### src/rtl/regfile_scoreboard.sv
// Architectural register file with W-to-D bypass and a per-register scoreboard
// of in-flight writes that stalls decode on unready sources or a saturated destination.
module regfile_scoreboard #(
  parameter int unsigned CNT_W = 2,
  parameter int unsigned NREG  = 32
) (
  input  logic        clk,
  input  logic        rst,
  input  logic        RegWriteW,
  input  logic [4:0]  WriteRegW,
  input  logic [31:0] ResultW,
  input  logic [4:0]  A1D,
  input  logic [4:0]  A2D,
  input  logic        Use1D,
  input  logic        Use2D,
  input  logic        IssueD,
  input  logic        DstValidD,
  input  logic [4:0]  DstRegD,
  input  logic        FlushE,
  input  logic        FlushDstValidE,
  input  logic [4:0]  FlushDstE,
  output logic [31:0] RD1D,
  output logic [31:0] RD2D,
  output logic        StallD,
  output logic [31:0] BusyVec,
  output logic [6:0]  InFlight,
  output logic        ScbErr
);

  localparam int unsigned AW = 5;
  localparam int unsigned SW = CNT_W + 2;
  localparam logic [CNT_W-1:0] MaxC = '1;

  logic [31:0]                 regs_q [NREG];
  logic [31:0]                 regs_d [NREG];
  logic [NREG-1:0][CNT_W-1:0]  cnt_q, cnt_d;
  logic [NREG-1:0]             busy_q, busy_d;
  logic [6:0]                  inflight_q, inflight_d;
  logic                        err_q, err_d;
  logic [NREG-1:0]             ready;
  logic                        issue_ok;

  // Read ports: r0 is hardwired, a same-cycle writeback wins over the array.
  always_comb begin
    RD1D = '0;
    if (A1D != '0) begin
      if (RegWriteW && WriteRegW == A1D) RD1D = ResultW;
      else                               RD1D = regs_q[A1D];
    end
  end

  always_comb begin
    RD2D = '0;
    if (A2D != '0) begin
      if (RegWriteW && WriteRegW == A2D) RD2D = ResultW;
      else                               RD2D = regs_q[A2D];
    end
  end

  // The last outstanding write completing now is ready thanks to the bypass.
  always_comb begin
    for (int r = 0; r < NREG; r++) begin
      ready[r] = (r == 0) || (cnt_q[r] == '0) ||
                 ((cnt_q[r] == CNT_W'(1)) && RegWriteW && (WriteRegW == AW'(r)));
    end
  end

  always_comb begin
    StallD = IssueD && ((Use1D && !ready[A1D]) ||
                        (Use2D && !ready[A2D]) ||
                        (DstValidD && (DstRegD != '0) && (cnt_q[DstRegD] == MaxC)));
  end

  assign issue_ok = IssueD && !StallD;

  always_comb begin : cnt_next
    logic signed [SW-1:0] nxt;
    logic                 inc;
    logic                 dec_w;
    logic                 dec_f;
    nxt        = '0;
    inc        = 1'b0;
    dec_w      = 1'b0;
    dec_f      = 1'b0;
    cnt_d      = cnt_q;
    err_d      = err_q;
    busy_d     = '0;
    inflight_d = '0;
    cnt_d[0]   = '0;
    for (int r = 1; r < NREG; r++) begin
      inc   = issue_ok && DstValidD && (DstRegD == AW'(r));
      dec_w = RegWriteW && (WriteRegW == AW'(r));
      dec_f = FlushE && FlushDstValidE && (FlushDstE == AW'(r));
      nxt   = SW'(cnt_q[r]) + SW'(inc) - SW'(dec_w) - SW'(dec_f);
      if (nxt[SW-1]) begin
        cnt_d[r] = '0;
        err_d    = 1'b1;
      end else if (|nxt[SW-2:CNT_W]) begin
        cnt_d[r] = MaxC;
        err_d    = 1'b1;
      end else begin
        cnt_d[r] = nxt[CNT_W-1:0];
      end
    end
    for (int r = 0; r < NREG; r++) begin
      busy_d[r]  = |cnt_d[r];
      inflight_d = inflight_d + 7'(cnt_d[r]);
    end
  end

  always_comb begin
    regs_d = regs_q;
    if (RegWriteW && WriteRegW != '0) regs_d[WriteRegW] = ResultW;
  end

  always_ff @(posedge clk or negedge rst) begin
    if (!rst) begin
      regs_q     <= '{default: '0};
      cnt_q      <= '0;
      busy_q     <= '0;
      inflight_q <= '0;
      err_q      <= 1'b0;
    end else begin
      regs_q     <= regs_d;
      cnt_q      <= cnt_d;
      busy_q     <= busy_d;
      inflight_q <= inflight_d;
      err_q      <= err_d;
    end
  end

  assign BusyVec  = busy_q;
  assign InFlight = inflight_q;
  assign ScbErr   = err_q;

endmodule

### config.mk
export PLATFORM = sky130hd
export DESIGN_NAME = regfile_scoreboard
export DESIGN_NICKNAME = d
export VERILOG_FILES = /design/src/rtl/regfile_scoreboard.sv
export SDC_FILE = /design/constraint.sdc
export NUM_CORES = 2
export LEC_CHECK = 0
export BUFFER_PORTS_ARGS = -buffer_cell sky130_fd_sc_hd__buf_2
export CORE_UTILIZATION = 35
export DETAILED_ROUTE_END_ITERATION = 12
export HOLD_SLACK_MARGIN = 0.06
export MAX_ROUTING_LAYER = met4
export PLACE_DENSITY = 0.5
export REMOVE_ABC_BUFFERS = 1
export SLEW_MARGIN = 20
export SYNTH_ARGS = -nofsm -noshare
export SYNTH_HDL_FRONTEND = slang
export SYNTH_SLANG_ARGS = --single-unit
### constraint.sdc
create_clock -name clk -period 14.9 [get_ports clk]
set_input_delay 1.49 -clock clk [delete_from_list [all_inputs] [get_ports clk]]
set_output_delay 1.49 -clock clk [all_outputs]
set_load 0.05 [all_outputs]
After elaboration in Yosys (flattened, before gate mapping)
Index checks and enable logic that the tools add are counted.
- add/subtract/negate cells: 123
- magnitude comparators: 7
- equal/unequal tests: 127
- multiplexer cells: 143
- bitwise logic cells: 3
- reductions and logical operators: 270
- operators with widths (kind ; number):
    1024-bit bitwise mux ; 1
    32-bit binary-select mux with 5-bit select ; 2
    32-bit two-way mux ; 9
    5-bit == test, second input constant ; 48
    7-bit by 2-bit adder with 7-bit output ; 25
    1-bit logical AND ; 167
    32-bit demux with 5-bit select ; 1
    2-bit two-way mux ; 63
    3-bit by 1-bit subtractor with 4-bit output ; 31
    4-bit by 1-bit subtractor with 4-bit output ; 31
    5-bit by 4-bit == test with 1-bit output, second input constant ; 24
    2-bit by 1-bit adder with 3-bit output ; 31
    1-bit two-way mux ; 64
    2-bit by 1-bit == test with 1-bit output, second input constant ; 31
    2-bit zero test ; 31
    62-bit nonzero test ; 1
    2-bit OR reduction ; 31
    5-bit by 3-bit == test with 1-bit output, second input constant ; 12
    1-bit logical OR ; 33
    5-bit by 2-bit == test with 1-bit output, second input constant ; 6
    5-bit nonzero test ; 4
    6-bit >= comparator, second input constant ; 3
    5-bit by 6-bit < comparator with 1-bit output, second input constant ; 3
    5-bit inverter with 6-bit output ; 3
    other kinds (12) ; 18
- register bits after elaboration: 1125
- input port bits: 66
- output and inout port bits: 105
- logic and storage cells: 739

Longest topological paths before layout
- depth in word-level cells: 80
- gate-level depth with buffers: 36
- mapped depth without buffers: 33

Worst setup path after synthesis
No wires, ideal clock.
- kind: input-to-reg
- start point: in WriteRegW[0]
- end point: reg inflight_q[5] (netlist: InFlight[5])
- setup time: 0.123 ns
- arrival: 9.045 ns
- required time: 14.777 ns
- slack: 5.733 ns
- stages: 34
- buffers on the path: 4
- cell sequence: buf_2 -> buf_2 -> and4b_1 -> a21oi_1 -> or3_1 -> o211ai_1 -> a31oi_1 -> or4_1 -> clkbuf_1 -> buf_2 -> nor4_1 -> ha_1 -> ha_1 -> inv_1 -> ha_1 -> a21oi_1 -> inv_1 -> fa_1 -> fa_1 -> fa_1 -> fa_1 -> inv_1 -> fa_1 -> fa_1 -> inv_1 -> fa_1 -> inv_1 -> ha_1 -> inv_1 -> fa_1 -> inv_1 -> a21o_1 -> a21oi_1 -> xnor2_1
- RTL lines (what ; RTL line ; RTL):
    start, declared ; 10 ; input logic [4:0] WriteRegW,
    end signal, assigned ; 127 ; inflight_q <= inflight_d;
    end, declared ; 38 ; logic [6:0] inflight_q, inflight_d;

==> impl_metrics.tcl <==
set metrics [dict create \
    fillCellCount 17800 \
    ant_nets 0 \
    syn_inst 5422 \
    postCtsSetupBuffers 0 \
    vdd_drop_max_mv 3.66 \
    cp.arrival_ns 10.99 \
    die_w_microns 434 \
    io_pins 171 \
    dr.pass1.iters 7 \
    grt_pass1_wl_microns 341000 \
    pwr-share-seq_pct 27.9 \
    required_ns 15.56 \
    layoutNonFillerInstCount 7933 \
    critPathLaunchType "primary input" \
    hold_path.class "flip-flop to flip-flop" \
    min_path_cells 0 \
    io_buffers 169 \
    dieArea_sq_um 189000 \
    avgViaCountPerCell 5.74 \
    antenna_found_initial 23 \
    max_cap_viol_count 0 \
    outcome "finished clean" \
    synthAdderAreaFrac_pct 6.21 \
    clockBufferDepth 3 \
    dp.cells 7685 \
    synth_seq_area_share_pct 43.0 \
    synth_area_leader_cell "dfrtp_1" \
    synth_top_area_share_pct 43.0 \
    r2r_cells 31 \
    syn-cell-area_sq_um 65400 \
    worst_path_largest_cell_delay_ns 0.79 \
    ys.flop_type "dfrtp_1" \
    yosys.cell_types.count 66 \
    pwr-share-comb_pct 50.0 \
    syn_avg_cell_area_sq_um 12.1 \
    clock_sinks 1125 \
    post-place-ws_ns 3.96 \
    worstHoldStart "regs_q[992]$_DFFE_PN0P_" \
    p_leak_uw 0.0335 \
    post_drt_wl_per_cell_microns 29.6 \
    async_flop_share_pct 100 \
    grt_use_total_pct 25.9 \
    worst_hold_slack_ns 0.394 \
    r2r_end "InFlight[5]$_DFF_PN0_" \
    synth_compound_area_share_pct 3.64 \
    area_delta_synth_final_pct 11.9 \
    place_area_sq_um 68600 \
    cts_made_buffers 137 \
    clk_pin_slew_worst_paths_ns 0.06 \
    synthXorXnorAreaFrac_pct 0.201 \
    end_kind "flip-flop" \
    cts_hold_buf 0 \
    cts_tree "done" \
    gp_congestion 0.927 \
    design_area_sq_um 73200 \
    intPower_uw 9480 \
    drcViolationCount 0 \
    period_minus_slack_ns 10.33 \
    p_clk_share_pct 22.1 \
    ys_ff_latch 1125 \
    critPathTopFamily "adder cells" \
    power_density_nw_per_um2 213 \
    synth.area.top_cells "dfrtp_1 43%, mux4_2 19%, mux2_2 11%, nand2_1 6.7%, fa_1 3.6%" \
    setup_viol 0 \
    row_count 158 \
    grt_max_degree 168 \
    finalHoldViolations 0 \
    synthMuxAreaShare_pct 32.6 \
    ctsResizeCount 0 \
    rsz0062_at_grt "false" \
    skew_ns 0.0364 \
    clockRootBuffer "clkbuf_16" \
    critPathKind "primary input to flip-flop" \
    final_common_cell "nand2_1" \
    power.switching_uw 6090 \
    clkLatencyLatePin_ns 0.78 \
    drive_gt1_share_pct 32.5 \
    cp_num_buf_inv 10 \
    crit_path_frequent_cell "fa_1" \
    slew_headroom_pct 21.7 \
    grt_pass1_vias 46600 \
    dp_hpwl_microns 139000 \
    slew_violations 0 \
    layout.nets 5663 \
    cp_slowest_cell "nor2b_4" \
    fin_crit_sh_pct 69.3 \
    yosysWarnings 0 \
    vias 45500 \
    synth_edf_count 0 \
    grt_overflow 0 \
    core_area_sq_um 185000 \
    setup_ws_ns 4.57 \
    synth_top_family_by_area "multiplexers" \
    worst_slew_pin_slew_ns 1.17 \
    switching_share_pct 39.1 \
    r2r_start "cnt_q[27]$_DFF_PN0_" \
    reg2reg_setup_slack_ns 6.28 \
    dr.first_iter.drc_count 4364 \
    fin_setup_tns_ns 0 \
    routed_wl_microns 235000 \
    die_h_microns 434 \
    layout_common_cells "1146 x nand2_1, 1125 x dfrtp_1, 661 x mux2_2" \
    worstHoldEndpoint "regs_q[992]$_DFFE_PN0P_" \
    synth-simple-area-share_pct 9.47 \
    path_max_fanout 39 \
    cts-htree-levels 4 \
    start_util_pct 35.3 \
    fmax_mhz 96.8 \
]
how the worst max path moves through the flow:
stage / start / end / slack, ns / cells after the start
detailed placement: A2D[1] / InFlight[5]$_DFF_PN0_ / 3.96 / 33
floorplan: A2D[2] / InFlight[5]$_DFF_PN0_ / 4.53 / 28
global route: WriteRegW[0] / InFlight[5]$_DFF_PN0_ / 4.23 / 32
global placement: A2D[1] / InFlight[5]$_DFF_PN0_ / 4.02 / 33
finish: A2D[1] / InFlight[5]$_DFF_PN0_ / 4.57 / 33
CTS: A2D[1] / InFlight[5]$_DFF_PN0_ / 4.75 / 33
cells by family after synthesis:
logic type,after synthesis
muxes,1358
adders and majority gates,253
AOI/OAI and AO/OA,357
other,1
buffers and inverters,816
xor gates and xnor gates,15
DFF,1125
and+or+nand+nor,1497
registers in the layout, summed over array words and instances, names as in the netlist:
signal,count
InFlight,7
regs_q,1024
ScbErr,1
BusyVec,31
cnt_q,62
area by class of cell:
type | count | area, sq um | area share, %
Inverter | 332 | 1250 | 1.70
Sequential cell | 1125 | 28200 | 38.5
Tap cell | 2480 | 3100 | 4.24
Timing Repair Buffer | 267 | 1720 | 2.35
Clock inverter | 42 | 591 | 0.807
Clock buffer | 198 | 3990 | 5.46
Multi-Input combinational cell | 3481 | 34400 | 46.9
Antenna cell | 8 | 20.0 | 0.0274
cell usage after synthesis (all sizes together) (7+ instances only):
cell and n:
nand2b 15, a22oi 31, nor2 142, mux4 553, nor3 20, buf 117
o211ai 14, a21o 8, nand4 19, o21bai 7, a2111oi 7, a211oi 75
clkbuf 367, nor4b 13, a221oi 31, nand2 1162, fa 119, mux2 661
ha 134, a21oi 89, nor4 24, o21ai 61, or2 22, nand3 31
xnor2 7, xor2 8, inv 332, dfrtp 1125, mux2i 144, nor2b 14
o311ai 7
per-layer routing:
layer | routed length, microns | share of wire [%] | GRT usage, % | vias to the layer above
li1 | - | - | - | 19000
met1 | 102000 | 43 | 35.2 | 24300
met2 | 109000 | 46 | 39.4 | 1789
met3 | 15000 | 6.4 | 4.03 | 479
met4 | 9330 | 4.0 | 9.37 | 0
met5 | 0 | 0 | - | -
worst reg2reg max path, delay by kind of cell (launching register included):
kind                       cells  cell delay [ns]
DFF                            1             0.53
AOI/OAI and AO/OA              6             0.90
adders and majority gates     12             4.83
muxes                          1             0.50
and+or+nand+nor                3             0.91
xor gates and xnor gates       1             0.13
buffers and inverters          8             0.75
per-stage QoR:
stage / power (uW) / utilization [%]
detailed placement: 12300 / 37.0
floorplan: 10200 / -
CTS: 15800 / 39.5
finish: 15600 / 39.5
global route: 17100 / 39.5
global placement: 12300 / 37.0
power by group through the flow:
stage	Clock [uW]	Sequential, uW	Combinational (uW)
after floorplan	0	4340	5840
after global placement	0	4350	7910
after detailed placement	0	4370	7900
after CTS	3510	4320	8000
after global routing	3640	4420	9040
final	3440	4340	7790
Power figures use the tool's default switching activity.
